$ cat config.mk
export PLATFORM = sky130hd
export DESIGN_NAME = sync_coupled_oscillator
export DESIGN_NICKNAME = d
export VERILOG_FILES = /design/src/rtl/osc_pkg.sv /design/src/rtl/coupling_sum.sv /design/src/rtl/sync_coupled_oscillator.sv
export SDC_FILE = /design/constraint.sdc
export NUM_CORES = 1
export LEC_CHECK = 0
export CELL_PAD_IN_SITES_DETAIL_PLACEMENT = 0
export CELL_PAD_IN_SITES_GLOBAL_PLACEMENT = 1
export CORE_MARGIN = 5
export CORE_UTILIZATION = 45
export DETAILED_ROUTE_END_ITERATION = 8
export PLACE_DENSITY_LB_ADDON = 0.1
export SLEW_MARGIN = 10
export SYNTH_ARGS = -nofsm -noshare
export SYNTH_HDL_FRONTEND = slang
export SYNTH_SLANG_ARGS = --single-unit
$ cat constraint.sdc
create_clock -name clk -period 14.31 [get_ports clk]
set_input_delay 2.1465 -clock clk [delete_from_list [all_inputs] [get_ports clk]]
set_output_delay 2.1465 -clock clk [all_outputs]
set_load 0.01 [all_outputs]
$ cat src/rtl/osc_pkg.sv
// Shared types and sizing helpers for the clocked coupled oscillator.
// Exports the FSM state enum, the coupling-sum width and step clamp limits.
package osc_pkg;

  typedef enum logic [1:0] {
    IDLE   = 2'd0,
    RUN    = 2'd1,
    FROZEN = 2'd2
  } osc_state_t;

  // Signed width that holds a sum of n weights of width ww without overflow.
  function automatic int sum_w(input int n, input int ww);
    return ww + $clog2(n) + 1;
  endfunction

  function automatic int step_min(input int pw);
    return (pw > 0) ? 1 : 1;
  endfunction

  // Largest step that still lets the MSB be seen high for at least a cycle.
  function automatic int step_max(input int pw);
    return (1 << (pw - 1)) - 1;
  endfunction

endpackage

$ cat src/rtl/coupling_sum.sv
// Combinational signed sum of N weights, each added or subtracted per input.
// Ports: weights (packed N*WEIGHT_W), inputs (N), sum (SUM_W signed).
module coupling_sum
  import osc_pkg::*;
#(
  parameter int N        = 3,
  parameter int WEIGHT_W = 3,
  parameter int SUM_W    = sum_w(N, WEIGHT_W)
) (
  input  logic [N*WEIGHT_W-1:0] weights,
  input  logic [N-1:0]          inputs,
  output logic [SUM_W-1:0]      sum
);

  always_comb begin
    logic [SUM_W-1:0] w_ext;
    sum   = '0;
    w_ext = '0;
    for (int i = 0; i < N; i++) begin
      w_ext = {{(SUM_W-WEIGHT_W){weights[i*WEIGHT_W+WEIGHT_W-1]}},
               weights[i*WEIGHT_W +: WEIGHT_W]};
      sum = inputs[i] ? sum + w_ext : sum - w_ext;
    end
  end

endmodule

$ cat src/rtl/sync_coupled_oscillator.sv
// Clocked coupled phase oscillator with run control, freeze and period meter.
// Ports: clk, rst, start, freeze, load_weights, coupling_weights,
//   coupling_inputs, init_phase -> out, phase, running, period, period_valid.
module sync_coupled_oscillator
  import osc_pkg::*;
#(
  parameter int N         = 3,
  parameter int WEIGHT_W  = 3,
  parameter int PHASE_W   = 8,
  parameter int BASE_STEP = 8,
  parameter int PERIOD_W  = 12
) (
  input  logic                  clk,
  input  logic                  rst,
  input  logic                  start,
  input  logic                  freeze,
  input  logic                  load_weights,
  input  logic [N*WEIGHT_W-1:0] coupling_weights,
  input  logic [N-1:0]          coupling_inputs,
  input  logic [PHASE_W-1:0]    init_phase,
  output logic                  out,
  output logic [PHASE_W-1:0]    phase,
  output logic                  running,
  output logic [PERIOD_W-1:0]   period,
  output logic                  period_valid
);

  localparam int SUM_W  = sum_w(N, WEIGHT_W);
  localparam int STEP_W = ((PHASE_W > SUM_W) ? PHASE_W : SUM_W) + 2;

  localparam logic signed [STEP_W-1:0] S_MIN =
    STEP_W'(step_min(PHASE_W));
  localparam logic signed [STEP_W-1:0] S_MAX =
    STEP_W'(step_max(PHASE_W));
  localparam logic signed [STEP_W-1:0] S_BASE =
    STEP_W'(BASE_STEP);

  osc_state_t            state;
  logic [N*WEIGHT_W-1:0] w_q;
  logic [PERIOD_W-1:0]   cnt;
  logic                  armed;

  logic [SUM_W-1:0]         c;
  logic signed [STEP_W-1:0] c_ext;
  logic signed [STEP_W-1:0] raw;
  logic signed [STEP_W-1:0] step;
  logic [PHASE_W-1:0]       next_phase;
  logic                     rise;
  logic [PERIOD_W-1:0]      cnt_inc;

  coupling_sum #(
    .N        (N),
    .WEIGHT_W (WEIGHT_W),
    .SUM_W    (SUM_W)
  ) u_sum (
    .weights (w_q),
    .inputs  (coupling_inputs),
    .sum     (c)
  );

  assign out     = phase[PHASE_W-1];
  assign running = (state != IDLE);

  // Coupling pushes the phase forward while low, back while high.
  always_comb begin
    c_ext = {{(STEP_W-SUM_W){c[SUM_W-1]}}, c};
    raw   = out ? S_BASE - c_ext : S_BASE + c_ext;
    if (raw < S_MIN)
      step = S_MIN;
    else if (raw > S_MAX)
      step = S_MAX;
    else
      step = raw;
    next_phase = phase + step[PHASE_W-1:0];
    rise       = ~phase[PHASE_W-1] & next_phase[PHASE_W-1];
    cnt_inc    = (cnt == '1) ? cnt : cnt + 1'b1;
  end

  always_ff @(posedge clk or posedge rst) begin
    if (rst) begin
      state        <= IDLE;
      phase        <= '0;
      w_q          <= '0;
      cnt          <= '0;
      armed        <= 1'b0;
      period       <= '0;
      period_valid <= 1'b0;
    end else begin
      period_valid <= 1'b0;
      if (load_weights)
        w_q <= coupling_weights;
      if (start) begin
        phase <= init_phase;
        cnt   <= '0;
        armed <= 1'b0;
        state <= freeze ? FROZEN : RUN;
      end else begin
        unique case (1'b1)
          (state == RUN): begin
            phase <= next_phase;
            if (rise) begin
              if (armed) begin
                period       <= cnt_inc;
                period_valid <= 1'b1;
              end
              armed <= 1'b1;
              cnt   <= '0;
            end else begin
              cnt <= cnt_inc;
            end
            state <= freeze ? FROZEN : RUN;
          end
          (state == FROZEN): begin
            if (!freeze)
              state <= RUN;
          end
          default: begin
            state <= IDLE;
          end
        endcase
      end
    end
  end

endmodule

# ---- Word level (Yosys, flattened, before mapping)
# Cells that the tools add are included.
# W data, S select, Z words.
dict set report totals {
  word_cells 53
  regBits 45
}
dict set report op_classes {
  order_cmp 2
  mux 23
  n_addsub 9
  eq_ne 4
  n_bitwise 3
  reduce_logical 5
}
# cell n
set ops {}
lappend ops {{$mux W12} 4}
lappend ops {{$mux W8} 4}
lappend ops {{$mux W6} 3}
lappend ops {{$add A12 B1 Y12 const B} 1}
lappend ops {{$add A6 B6 Y6} 2}
lappend ops {{$eq A12 B12 Y1 const B} 1}
lappend ops {{$sub A6 B6 Y6} 2}
lappend ops {{$gt A10 B8 Y1 const B} 1}
lappend ops {{$lt A10 B2 Y1 const B} 1}
lappend ops {{$mux W10} 1}
lappend ops {{$add A8 B8 Y8} 1}
lappend ops {{$add A5 B6 Y7 const A} 1}
lappend ops {{$mux W1} 7}
lappend ops {{$sub A5 B6 Y7 const A} 1}
lappend ops {{$mux W2} 3}
lappend ops {{$reduce_bool A2 Y1} 3}
lappend ops {{$pmux W2 S2} 1}
lappend ops {{$reduce_and A4 Y1} 1}
lappend ops {{$sub A1 B3 Y4 const A} 1}
lappend ops {{$ne A3 B3 Y1 const B} 1}
lappend ops {{$eq A2 B1 Y1 const B} 1}
lappend ops {{$eq A2 B2 Y1 const B} 1}
lappend ops {{$not A1 Y1} 2}
lappend ops {{$reduce_and A2 Y1} 1}
lappend ops {{$and A1 B1 Y1} 1}

# ---- Logic depth before layout (Yosys ltp)
# Gate-level depths: netlist of the first run.
dict set report logic_depth {
  depth_word 16
  mapped_depth 29
  mapped_depth_nobuf 28
}

# ---- Cells and area by module
# A second synthesis of the first run with hierarchy kept.
dict set report unflattened {
  hier_cells 367
  area_unflattened_um2 3432.0
}
# module area_per_inst_um2 seq_area_each_um2 cells_per_inst instances
set modules_own_cells {}
lappend modules_own_cells {sync_coupled_oscillator 2813.9 1126.1 286 1}
lappend modules_own_cells {coupling_sum 618.1 0.0 81 1}

# ---- Worst setup path before layout of the first run
# OpenSTA, ideal clock, no wires.
dict set report synth_timing {
  path_kind {input to register}
  start {input coupling_inputs[1]}
  end {register period[0]}
  path_stages 24
  setup_time_ps 128
  n_path_buf 1
  arrival_ps 7253
  path_slack_ps 6929
  cell_sequence {mux2_2 -> inv_1 -> fa_1 -> inv_1 -> fa_1 -> a21o_1 -> a21oi_1 -> xnor2_1 -> inv_1 -> ha_1 -> a21oi_1 -> mux2i_1 -> xor2_1 -> nor4_1 -> ha_1 -> or2_2 -> ha_1 -> a211oi_2 -> nor3_1 -> o31a_1 -> nor3_2 -> nand4_1 -> buf_4 -> mux2_1}
}
dict set report synth_between {
  elab_chain_cells 11
  word_cells_on_any_way 14
}
# element line_no
set synth_rtl {}
lappend synth_rtl {{from (decl)} sync_coupled_oscillator.sv:19} ;# input logic [N-1:0] coupling_inputs,
lappend synth_rtl {{$mux W6 (*)} coupling_sum.sv:22} ;# sum = inputs[i] ? sum + w_ext : sum - w_ext;
lappend synth_rtl {{$sub A6 B6 Y6 / $add A6 B6 Y6 (equally long branches)} coupling_sum.sv:22}
lappend synth_rtl {{$mux W6 (*)} coupling_sum.sv:22}
lappend synth_rtl {{$add A5 B6 Y7 / $sub A5 B6 Y7 (equally long branches)} sync_coupled_oscillator.sv:67} ;# raw = out ? S_BASE - c_ext : S_BASE + c_ext;
lappend synth_rtl {{$mux W10 (*)} sync_coupled_oscillator.sv:67}
lappend synth_rtl {{$gt A10 B8 Y1} sync_coupled_oscillator.sv:70} ;# else if (raw > S_MAX)
lappend synth_rtl {{$mux W8} sync_coupled_oscillator.sv:70}
lappend synth_rtl {{$mux W8 (*)} sync_coupled_oscillator.sv:68} ;# if (raw < S_MIN)
lappend synth_rtl {{$add A8 B8 Y8 (*)} sync_coupled_oscillator.sv:74} ;# next_phase = phase + step[PHASE_W-1:0];
lappend synth_rtl {{$and A1 B1 Y1 (*)} sync_coupled_oscillator.sv:75} ;# rise = ~phase[PHASE_W-1] & next_phase[PHASE_W-1];
lappend synth_rtl {{$reduce_and A4 Y1 (no source line) (*)} n/a}
lappend synth_rtl {{to (signal assigned)} sync_coupled_oscillator.sv:103} ;# period <= cnt_inc;
lappend synth_rtl {{to (decl)} sync_coupled_oscillator.sv:24} ;# output logic [PERIOD_W-1:0] period,
# Mark *: on every way between the ends. The rest lies on a longest branch, timed or not.
# A chain may end at the register's enable or synchronous reset.

# ---- Final worst setup path of the first run
dict set report layout_timing {
  start {input coupling_inputs[1]}
  end {register period[4]}
}
# The elaborated chain is that of the path after synthesis.

==> summary.txt, run 1 <==
STA
  • Fin Clk Skew: 0.00605 ns
  • Setup TNS: 0 ns
  • Final hold viol count: 0
  • Worst Tran Pin Value: 0.969 ns
  • Max_slew headroom: 35.3%
  • Setup violators final: 0
  • Final-report max-slew violation count: 0
  • Crit share post-route: 60.0%
  • RSZ-0062 raised after global routing: false
  • Minimum clock period: 8.59 ns
  • Fmax: 116 MHz

CTS
  • CTS resizes: 0
  • Clock root cell: clkbuf_8
  • TritonCTS clock tree: yes
  • Clock Latency Late Sink: 0.31 ns
  • Total CTS buffers: 5
  • CTS Buffer Depth: 2
  • Cts-stage hold buffer count: 0
  • Sink Count: 45
  • Clock slew at reported path FFs: 0.10 ns
  • Total setup buffers inserted after CTS: 0
  • H-Tree Level Count: 2

Placement
  • DP Area: 0.00388 sq mm
  • IO Port Bufs: 47
  • GPL Wtd Cong: 0.843
  • DPL Wire Length: 5390 um

Cells and area
  • Share of cells above drive strength 1: 6.19%
  • Layout Area Growth over Synthesis: 18.8%
  • Number of antenna diodes: 0
  • Final Cell Area: 0.00398 sq mm
  • Nets: 478
  • Commonest non-fill, non-tap cells in the layout: 47 x clkdlybuf4s50_1, 45 x dfrtp_1, 37 x inv_1
  • Most common cell after layout, fill and taps aside: clkdlybuf4s50_1

Routing
  • Detailed Routing Iterations Pass 1: 4
  • Routed len/inst: 13.6 um
  • Via count: 2706
  • DRC viols: 0
  • Antenna Violating Nets Remaining: 0
  • Initial DRC count: 93
  • Final wirelength: 7050 um
  • Via/cell ratio: 5.21

Synth
  • #FFs+latches synth: 45
  • Mapped Nets: 436
  • Primary FF master, synth: dfrtp_1
  • Seq/Total Area, Yosys: 33.7%
  • Avg Inst Size Synth: 8.87 sq um
  • Cell variety after synth: 54
  • Cells after Synth: 377
  • Synth warn: 0
  • Ys async rst share: 100%
  • Post-synth EDFFs: 0
  • Mapped Area: 0.00335 sq mm

Critical path
  • Worst reg2reg setup slack: 7.49 ns
  • Largest stage delay, worst path: 0.67 ns
  • Critical Path RT: 14.50 ns
  • CP Max Fanout: 13
  • CP Capture Type: flop
  • Most common cell type on the critical path: ha_1
  • Worst path arrival time: 8.79 ns
  • Setup CP Type: in2reg
  • Crit path launch type: primary input
  • Slowest CP cell: nand4_1

GRT
  • Met3 global-route usage: 3.36%
  • Met1 Track Usage GR: 21.3%
  • Total gr overflow: 0
  • Largest net degree at the start of global routing: 46
  • Vias in the first global route: 2589
  • Top Usage Layer GRT: met2
  • Total GRT Usage: 16.1%
  • Global-route wire length before repair: 11800 um
  • Initial antenna violation count: 0
  • Met2 layer usage reported by global route: 26.6%

Floorplan
  • Die H: 96.2 um
  • Die Wd: 96.2 um
  • Rows: 31
  • Core Area: 0.00725 sq mm
  • Die footprint: 0.00926 sq mm
  • Effective utilization at floorplan: 46.1%
  • Io pins: 48

Power and ir drop
  • Worst VDD drop: 65.8 uV
  • Final Total Pwr: 0.000676 W
  • Lkg Pwr: 1.89 nW
  • PD cells: 170 mW/mm^2

Flow run
  • Max cap viols: 0

Run status
  • Status: finished, final reports clean

Min path
  • Min-delay worst type: reg2reg
## registers in the layout, indices dropped and copies added (netlist names)
register / count
armed: 1
period_valid: 1
period: 12
state: 2
cnt: 12
phase: 8
w_q: 9
## metal layers
layer	part of all wire (%)	vias up	routed length, um
met5	0	-	0
met4	1.4	0	100
met3	4.1	11	287
li1	-	1398	-
met2	45	51	3170
met1	50	1246	3500
## final timing paths
path	start	to	depth (start not counted)
max	coupling_inputs[1]	period[4]	25
min	period[0]	period[0]	1
max reg2reg	w_q[3]	period[4]	26
min reg2reg	period[0]	period[0]	1
max in group asynchronous	rst	cnt[0]	2
min in group asynchronous	rst	w_q[1]	2
## power by group
| group | switching [W] | internal (W) | total (W) |
|---|---|---|---|
| clock network | 0.0000489 | 0.0000402 | 0.0000891 |
| logic | 0.000231 | 0.000202 | 0.000433 |
| registers | 0.0000137 | 0.000140 | 0.000153 |
## cell families after synthesis
logic type                 count (synthesis)  share of synthesized area, %
AOI/OAI and AO/OA                         99                          18.2
and+or+nand+nor                          101                          14.8
muxes                                     24                          7.70
buffers and inverters                     51                          6.28
xor gates and xnor gates                  23                          6.02
adders and majority gates                 34                          13.4
DFF                                       45                          33.7
## critical path, delay by kind of cell
family / cells / cell delay (ns)
multiplexers: 3 / 1.05
AND/OR/NAND/NOR: 7 / 2.00
AO/OA/AOI/OAI: 6 / 1.30
buffers and inverters: 2 / 0.63
adder cells (fa/ha/maj): 5 / 1.34
XOR/XNOR: 2 / 0.33
## cells in the mapped netlist (all sizes together) (3+ instances only)
master / number / area (sq um)
a211o: 3 / 26.3
a211oi: 5 / 42.5
a21o: 8 / 60.1
a21oi: 30 / 150
a22o: 4 / 35.0
and3: 3 / 18.8
buf: 7 / 45.0
clkbuf: 5 / 18.8
dfrtp: 45 / 1130
fa: 3 / 60.1
ha: 31 / 388
inv: 38 / 143
mux2: 14 / 158
mux2i: 10 / 100
nand2: 31 / 119
nand3: 8 / 45.0
nand4: 5 / 37.5
nor2: 26 / 100
nor3: 11 / 60.1
o21ai: 33 / 165
o22ai: 4 / 25.0
or2: 5 / 31.3
or3: 4 / 25.0
xnor2: 16 / 140
xor2: 7 / 61.3
## cell type report
| cell class | count | area (sq um) |
|---|---|---|
| sequential | 45 | 1130 |
| timing repair buffer | 47 | 470 |
| clock inverter | 2 | 17.5 |
| fill | 690 | 3280 |
| tap | 99 | 124 |
| inverter | 39 | 146 |
| multi-input combinational | 281 | 2010 |
| clock buffer | 6 | 82.6 |
## through the flow
step / instances / util (%) / hold slack (ns) / worst slack (ns)
6_report: 519 / 54.8 / 0.500 / 5.72
3_5_place_dp: 511 / 53.4 / 0.484 / 5.38
5_1_grt: 519 / 54.8 / 0.525 / 5.16
3_3_place_gp: 511 / 53.4 / 0.474 / 5.55
4_1_cts: 519 / 54.8 / 0.509 / 5.68
2_1_floorplan: 377 / - / 0.491 / 6.93
No activity file was read; power rests on OpenSTA's default activity.
==> inputs of run 2 (changes only) <==
--- a/config.mk
+++ b/config.mk
@@ -8,7 +8,7 @@
 export CELL_PAD_IN_SITES_DETAIL_PLACEMENT = 0
 export CELL_PAD_IN_SITES_GLOBAL_PLACEMENT = 1
 export CORE_MARGIN = 5
-export CORE_UTILIZATION = 45
+export CORE_UTILIZATION = 42
 export DETAILED_ROUTE_END_ITERATION = 8
 export PLACE_DENSITY_LB_ADDON = 0.1
 export SLEW_MARGIN = 10
==> constraint.sdc (replaced) <==
create_clock -name clk -period 8.2 [get_ports clk]
set_input_delay 1.23 -clock clk [delete_from_list [all_inputs] [get_ports clk]]
set_output_delay 1.23 -clock clk [all_outputs]
set_load 0.01 [all_outputs]
==> summary.txt, run 2 (synthesized netlist as in run 1, its figures left out) <==
Cells and area
  • Layout Area Growth over Synthesis: 19.7%
  • Commonest non-fill, non-tap cells in the layout: 47 x clkdlybuf4s50_1, 45 x dfrtp_1, 37 x inv_1
  • Top Registers: cnt x12, period x12, w_q x9
  • Multi-input logic area: 0.00201 sq mm (unchanged)
  • Number of antenna diodes: 0 (unchanged)
  • Nets: 479 (+0.21%)
  • Share of cells above drive strength 1: 6.41% (+0.22 points)
  • Filler cells: 741 (+7.4%)
  • Most common cell after layout, fill and taps aside: clkdlybuf4s50_1
  • Register Area: 0.00113 sq mm (unchanged)

CTS
  • TritonCTS clock tree: yes
  • Clock root cell: clkbuf_8
  • Total setup buffers inserted after CTS: 0 (unchanged)
  • Cts-stage hold buffer count: 0 (unchanged)
  • CTS resizes: 0 (unchanged)
  • CTS Buffer Depth: 2 (unchanged)
  • Clock slew at reported path FFs: 0.10 ns (about the same)
  • Clock Latency Late Sink: 0.32 ns (about the same)
  • H-Tree Level Count: 2 (unchanged)
  • Total CTS buffers: 5 (unchanged)
  • Sink Count: 45 (unchanged)

Floorplan
  • Die H: 99.3 um (+3.1%)
  • Io pins: 48 (unchanged)
  • Effective utilization at floorplan: 43.3% (-2.8 points)
  • Die footprint: 0.00985 sq mm (+6.4%)
  • Core Area: 0.00773 sq mm (+6.5%)
  • Die Wd: 99.3 um (+3.1%)
  • Rows: 32 (+3.2%)

Routing
  • DRC viols: 0 (unchanged)
  • Detailed Routing Iterations Pass 1: 4 (unchanged)
  • Antenna Violating Nets Remaining: 0 (unchanged)
  • Met2 WL: 3200 um (+0.95%)
  • Initial DRC count: 57 (-39%)
  • Routed len/inst: 14.0 um (+2.8%)
  • Via count: 2721 (+0.55%)
  • Top sig layer: met4
  • Routed wl met3: 296 um (+3.1%)
  • DRT met1 WL: 3700 um (+5.8%)
  • Via/cell ratio: 5.20 (-0.21%)
  • Final wirelength: 7300 um (+3.6%)

Placement
  • IO Port Bufs: 47 (unchanged)
  • GPL Wtd Cong: 0.901 (+6.9%)
  • DPL Wire Length: 5390 um (about the same)

STA
  • Fmax: 138 MHz
  • Crit share post-route: 88.4%
  • Final-report max-slew violation count: 0 (unchanged)
  • Fin Clk Skew: 0.0114 ns (+0.00539 ns)
  • Setup violators final: 0 (unchanged)
  • Final hold slack: 0.500 ns (+0.000266 ns)
  • Worst Tran Pin Value: 0.999 ns (+0.0300 ns)
  • Final hold viol count: 0 (unchanged)
  • Max_slew headroom: 33.3% (-2.0 points)
  • Setup TNS: 0 ns (unchanged)
  • RSZ-0062 raised after global routing: false
  • Minimum clock period: 7.25 ns

Critical path
  • Crit path launch type: primary input
  • Most common cell type on the critical path: ha_1
  • Slowest CP cell: o311a_1
  • CP Max Fanout: 18 (+5)
  • Largest stage delay, worst path: 0.59 ns (-0.08 ns)
  • Cell family with most CP delay: compound AO/OA/AOI/OAI gates
  • Worst path arrival time: 7.46 ns (-1.33 ns)
  • Critical Path RT: 8.41 ns (-6.09 ns)
  • CP Capture Type: flop
  • Buf/Inv on CP: 2 (unchanged)
  • Crit-path cells: clkdlybuf4s50_1 > mux2_2 > ha_1 > a21o_1 > a21oi_1 > xnor2_1 > ha_1 > a21oi_1 > xnor2_1 > inv_1 > ha_1 > a21oi_1 > mux2i_1 > xor2_1 > nor4_1 > ha_1 > or2_2 > ha_1 > a211oi_2 > nor3_1 > o31a_1 > o311a_1 > and3_1 > a211o_1
  • Cells on worst reg2reg path: 26 (unchanged)
  • Crit path depth: 24 (-4.0%)
  • Setup CP Type: in2reg

Power and ir drop
  • PD cells: 306 mW/mm^2 (+80%)
  • Worst VDD drop: 137 uV (+110%)
  • Lkg Pwr: 1.90 nW (+0.67%)

Min path
  • Hold path cells: 1 (unchanged)
  • Min-delay worst type: reg2reg

GRT
  • Initial antenna violation count: 0 (unchanged)
  • Global-route wire length before repair: 12600 um (+6.5%)
  • Largest net degree at the start of global routing: 46 (unchanged)
  • Vias in the first global route: 2755 (+6.4%)
  • Total gr overflow: 0 (unchanged)
  • Total GRT Usage: 15.4% (-0.66 points)

Flow run
  • Max cap viols: 0 (unchanged)

Run status
  • Status: finished, final reports clean
==> run 2: cell types whose count changed in the layout (fill, tap and decap cells not counted), sizes merged <==
cell    change
bufinv      +1
clkbuf      -1
buf         +1
==> run 2: layer usage <==
metal | up-vias | GRT usage (%)
met3 | 10 | 3.44
met1 | 1255 | 21.3
met2 | 55 | 24.5
met5 | - | 0
met4 | 0 | 3.68
li1 | 1401 | -
==> run 2: path summary, 6_finish.rpt <==
check	startpoint	to	slack [ns]
min in group asynchronous	rst	w_q[1]	1.47
worst max-delay path	coupling_inputs[1]	cnt[2]	0.95
worst min register to register	period[3]	period[3]	0.50
worst max register to register	w_q[3]	cnt[2]	1.77
worst min-delay path	period[3]	period[3]	0.50
max in group asynchronous	rst	cnt[4]	6.11
==> run 2: area by class of cell <==
cell class,count,area share [%]
Multi-Input combinational cell,281,50.2
Sequential cell,45,28.1
Timing Repair Buffer,48,11.9
Inverter,39,3.65
Tap cell,102,3.19
Clock buffer,5,1.72
Clock inverter,3,1.25
==> run 2: where the power goes <==
part           switching (W)  internal [W]  total (W)
registers          0.0000263      0.000244   0.000270
logic               0.000418      0.000355   0.000773
clock network      0.0000886     0.0000936   0.000182
==> run 2: worst register-to-register path, delay by kind of cell (launching register included) <==
kind	cells	cell delay [ns]
compound gates	7	1.93
fa+ha+maj	7	1.76
simple gates	4	0.98
xor+xnor	3	0.74
flops	1	0.42
buf+inv	3	0.26
mux	2	0.25
==> run 2: through the flow <==
step	utilization (%)	area, sq um	instances	setup WS (ns)	power, W
floorplan	-	3350	377	1.74	0.000873
global placement	50.3	3890	515	0.776	0.00103
detailed placement	50.3	3890	515	0.616	0.00105
CTS	51.8	4010	523	0.939	0.00124
global route	51.8	4010	523	0.486	0.00134
finish	51.8	4010	523	0.950	0.00123
==> inputs of run 3 (changes only) <==
--- a/config.mk
+++ b/config.mk
@@ -8,7 +8,7 @@
 export CELL_PAD_IN_SITES_DETAIL_PLACEMENT = 0
 export CELL_PAD_IN_SITES_GLOBAL_PLACEMENT = 1
 export CORE_MARGIN = 5
-export CORE_UTILIZATION = 42
+export CORE_UTILIZATION = 45
 export DETAILED_ROUTE_END_ITERATION = 8
 export PLACE_DENSITY_LB_ADDON = 0.1
 export SLEW_MARGIN = 10
==> constraint.sdc (replaced) <==
create_clock -name clk -period 9 [get_ports clk]
set_input_delay 1.35 -clock clk [delete_from_list [all_inputs] [get_ports clk]]
set_output_delay 1.35 -clock clk [all_outputs]
set_load 0.01 [all_outputs]
==> summary.txt, run 3 (synthesized netlist as in run 1, its figures left out) <==
Run status
  • Status: finished, final reports clean

STA
  • Worst Tran Pin Value: 0.975 ns (-0.0243 ns)
  • RSZ-0062 raised after global routing: false
  • Final-report max-slew violation count: 0 (unchanged)
  • Max_slew headroom: 34.9% (+1.6 points)
  • Fmax: 134 MHz
  • Setup violators final: 0 (unchanged)
  • Final hold slack: 0.495 ns (-0.00500 ns)
  • Minimum clock period: 7.49 ns
  • Final hold viol count: 0 (unchanged)
  • Setup TNS: 0 ns (unchanged)
  • Fin Clk Skew: 0.00830 ns (-0.00314 ns)
  • Final WS setup: 1.51 ns (+0.564 ns)
  • Crit share post-route: 83.2%

Routing
  • Routed len/inst: 13.9 um (-0.47%)
  • Via count: 2773 (+1.9%)
  • DRC viols: 0 (unchanged)
  • Antenna Violating Nets Remaining: 0 (unchanged)
  • Initial DRC count: 60 (+5.3%)
  • Via/cell ratio: 5.34 (+2.7%)
  • Final wirelength: 7210 um (-1.2%)
  • Detailed Routing Iterations Pass 1: 4 (unchanged)

CTS
  • Clock Latency Late Sink: 0.30 ns (-0.02 ns)
  • H-Tree Level Count: 2 (unchanged)
  • TritonCTS clock tree: yes
  • CTS Buffer Depth: 2 (unchanged)
  • Clock root cell: clkbuf_8
  • Sink Count: 45 (unchanged)
  • CTS resizes: 0 (unchanged)
  • Clock slew at reported path FFs: 0.10 ns (about the same)
  • Total setup buffers inserted after CTS: 0 (unchanged)
  • Total CTS buffers: 5 (unchanged)
  • Cts-stage hold buffer count: 0 (unchanged)

GRT
  • Total gr overflow: 0 (unchanged)
  • Total GRT Usage: 16.9% (+1.5 points)
  • Largest net degree at the start of global routing: 46 (unchanged)
  • Met2 layer usage reported by global route: 29.1% (+4.6 points)
  • Met1 Track Usage GR: 22.2% (+0.92 points)
  • Top Usage Layer GRT: met2
  • Global-route wire length before repair: 12600 um (-0.28%)
  • Met3 global-route usage: 3.21% (-0.23 points)
  • Initial antenna violation count: 0 (unchanged)
  • Vias in the first global route: 2740 (-0.54%)

Critical path
  • CP Max Fanout: 6 (-12)
  • Cells on worst reg2reg path: 26 (unchanged)
  • CP Capture Type: flop
  • Crit path launch type: primary input
  • Buf/Inv on CP: 2 (unchanged)
  • Largest stage delay, worst path: 0.71 ns (+0.12 ns)
  • Reg-to-reg startpoint: w_q[3]
  • Critical Path RT: 9.19 ns (+0.78 ns)
  • Worst reg2reg setup slack: 2.47 ns (+0.70 ns)
  • Slowest CP cell: o311ai_1
  • Reg2reg end: cnt[2]
  • Critical Path Source: coupling_inputs[1]
  • Cell family with most CP delay: compound AO/OA/AOI/OAI gates
  • Setup CP Type: in2reg
  • Worst path arrival time: 7.68 ns (+0.22 ns)
  • Most common cell type on the critical path: ha_1

Cells and area
  • Layout Area Growth over Synthesis: 18.6%
  • Share of cells above drive strength 1: 6.19% (-0.22 points)
  • Number of antenna diodes: 0 (unchanged)
  • Most common cell after layout, fill and taps aside: clkdlybuf4s50_1
  • Nets: 479 (unchanged)
  • Filler cells: 688 (-7.2%)
  • Top Registers: cnt x12, period x12, w_q x9
  • Finished Layout Cells: 519 (-0.76%)
  • Final Cell Area: 0.00397 sq mm (-0.94%)
  • Commonest non-fill, non-tap cells in the layout: 47 x clkdlybuf4s50_1, 45 x dfrtp_1, 37 x inv_1

Placement
  • IO Port Bufs: 47 (unchanged)
  • DP Area: 0.00388 sq mm (about the same)
  • GPL Wtd Cong: 0.869 (-3.6%)
  • Dpl ws: 1.27 ns (+0.658 ns)
  • DPL Wire Length: 5420 um (+0.50%)
  • Inst Count DP: 512 (-0.58%)

Floorplan
  • Core Area: 0.00725 sq mm (-6.1%)
  • Rows: 31 (-3.1%)
  • Effective utilization at floorplan: 46.1% (+2.8 points)
  • Die H: 96.2 um (-3.0%)
  • Io pins: 48 (unchanged)
  • Die Wd: 96.2 um (-3.0%)
  • Die footprint: 0.00926 sq mm (-6.0%)

Min path
  • Min-delay worst type: reg2reg
  • Hold Crit Start: period[7]
  • Min-Delay Endpoint: period[7]
  • Hold path cells: 1 (unchanged)

Power and ir drop
  • Worst VDD drop: 124 uV (-9.8%)
  • PD cells: 270 mW/mm^2 (-12%)
  • Lkg Pwr: 1.88 nW (-1.1%)

Flow run
  • Max cap viols: 0 (unchanged)
[run 3: power breakdown]
group	switching [W]	internal [W]	leakage [nW]	total (W)
logic	0.000374	0.000324	1.26	0.000698
registers	0.0000226	0.000222	0.583	0.000245
clock network	0.0000740	0.0000537	0.0402	0.000128
[run 3: worst max path at each step]
stage,end,slack [ns],cells after the start
3_3_place_gp,cnt[2],1.37,25
3_5_place_dp,cnt[4],1.27,25
4_1_cts,cnt[2],1.56,25
6_report,cnt[2],1.51,25
5_1_grt,cnt[4],1.09,25
2_1_floorplan,period[0],2.42,24
[run 3: routing by layer]
metal,vias to the layer above,wire length (um)
li1,1396,-
met1,1322,3470
met2,51,3400
met3,4,321
met4,0,27
met5,-,0
[run 3: final cells by class]
type                            count  area, sq um  share of cell area, %
Clock buffer                        5         68.8                   1.73
Tap cell                           99          124                   3.12
Sequential cell                    45         1130                   28.4
Multi-Input combinational cell    281         2010                   50.6
Inverter                           39          146                   3.69
Clock inverter                      2         16.3                  0.410
Timing Repair Buffer               48          478                   12.0
[run 3: metrics by stage]
stage | total power [W] | util, %
6_report | 0.00107 | 54.7
5_1_grt | 0.00117 | 54.7
4_1_cts | 0.00108 | 54.7
3_5_place_dp | 0.000945 | 53.5
3_3_place_gp | 0.000935 | 53.5
2_1_floorplan | 0.000796 | -
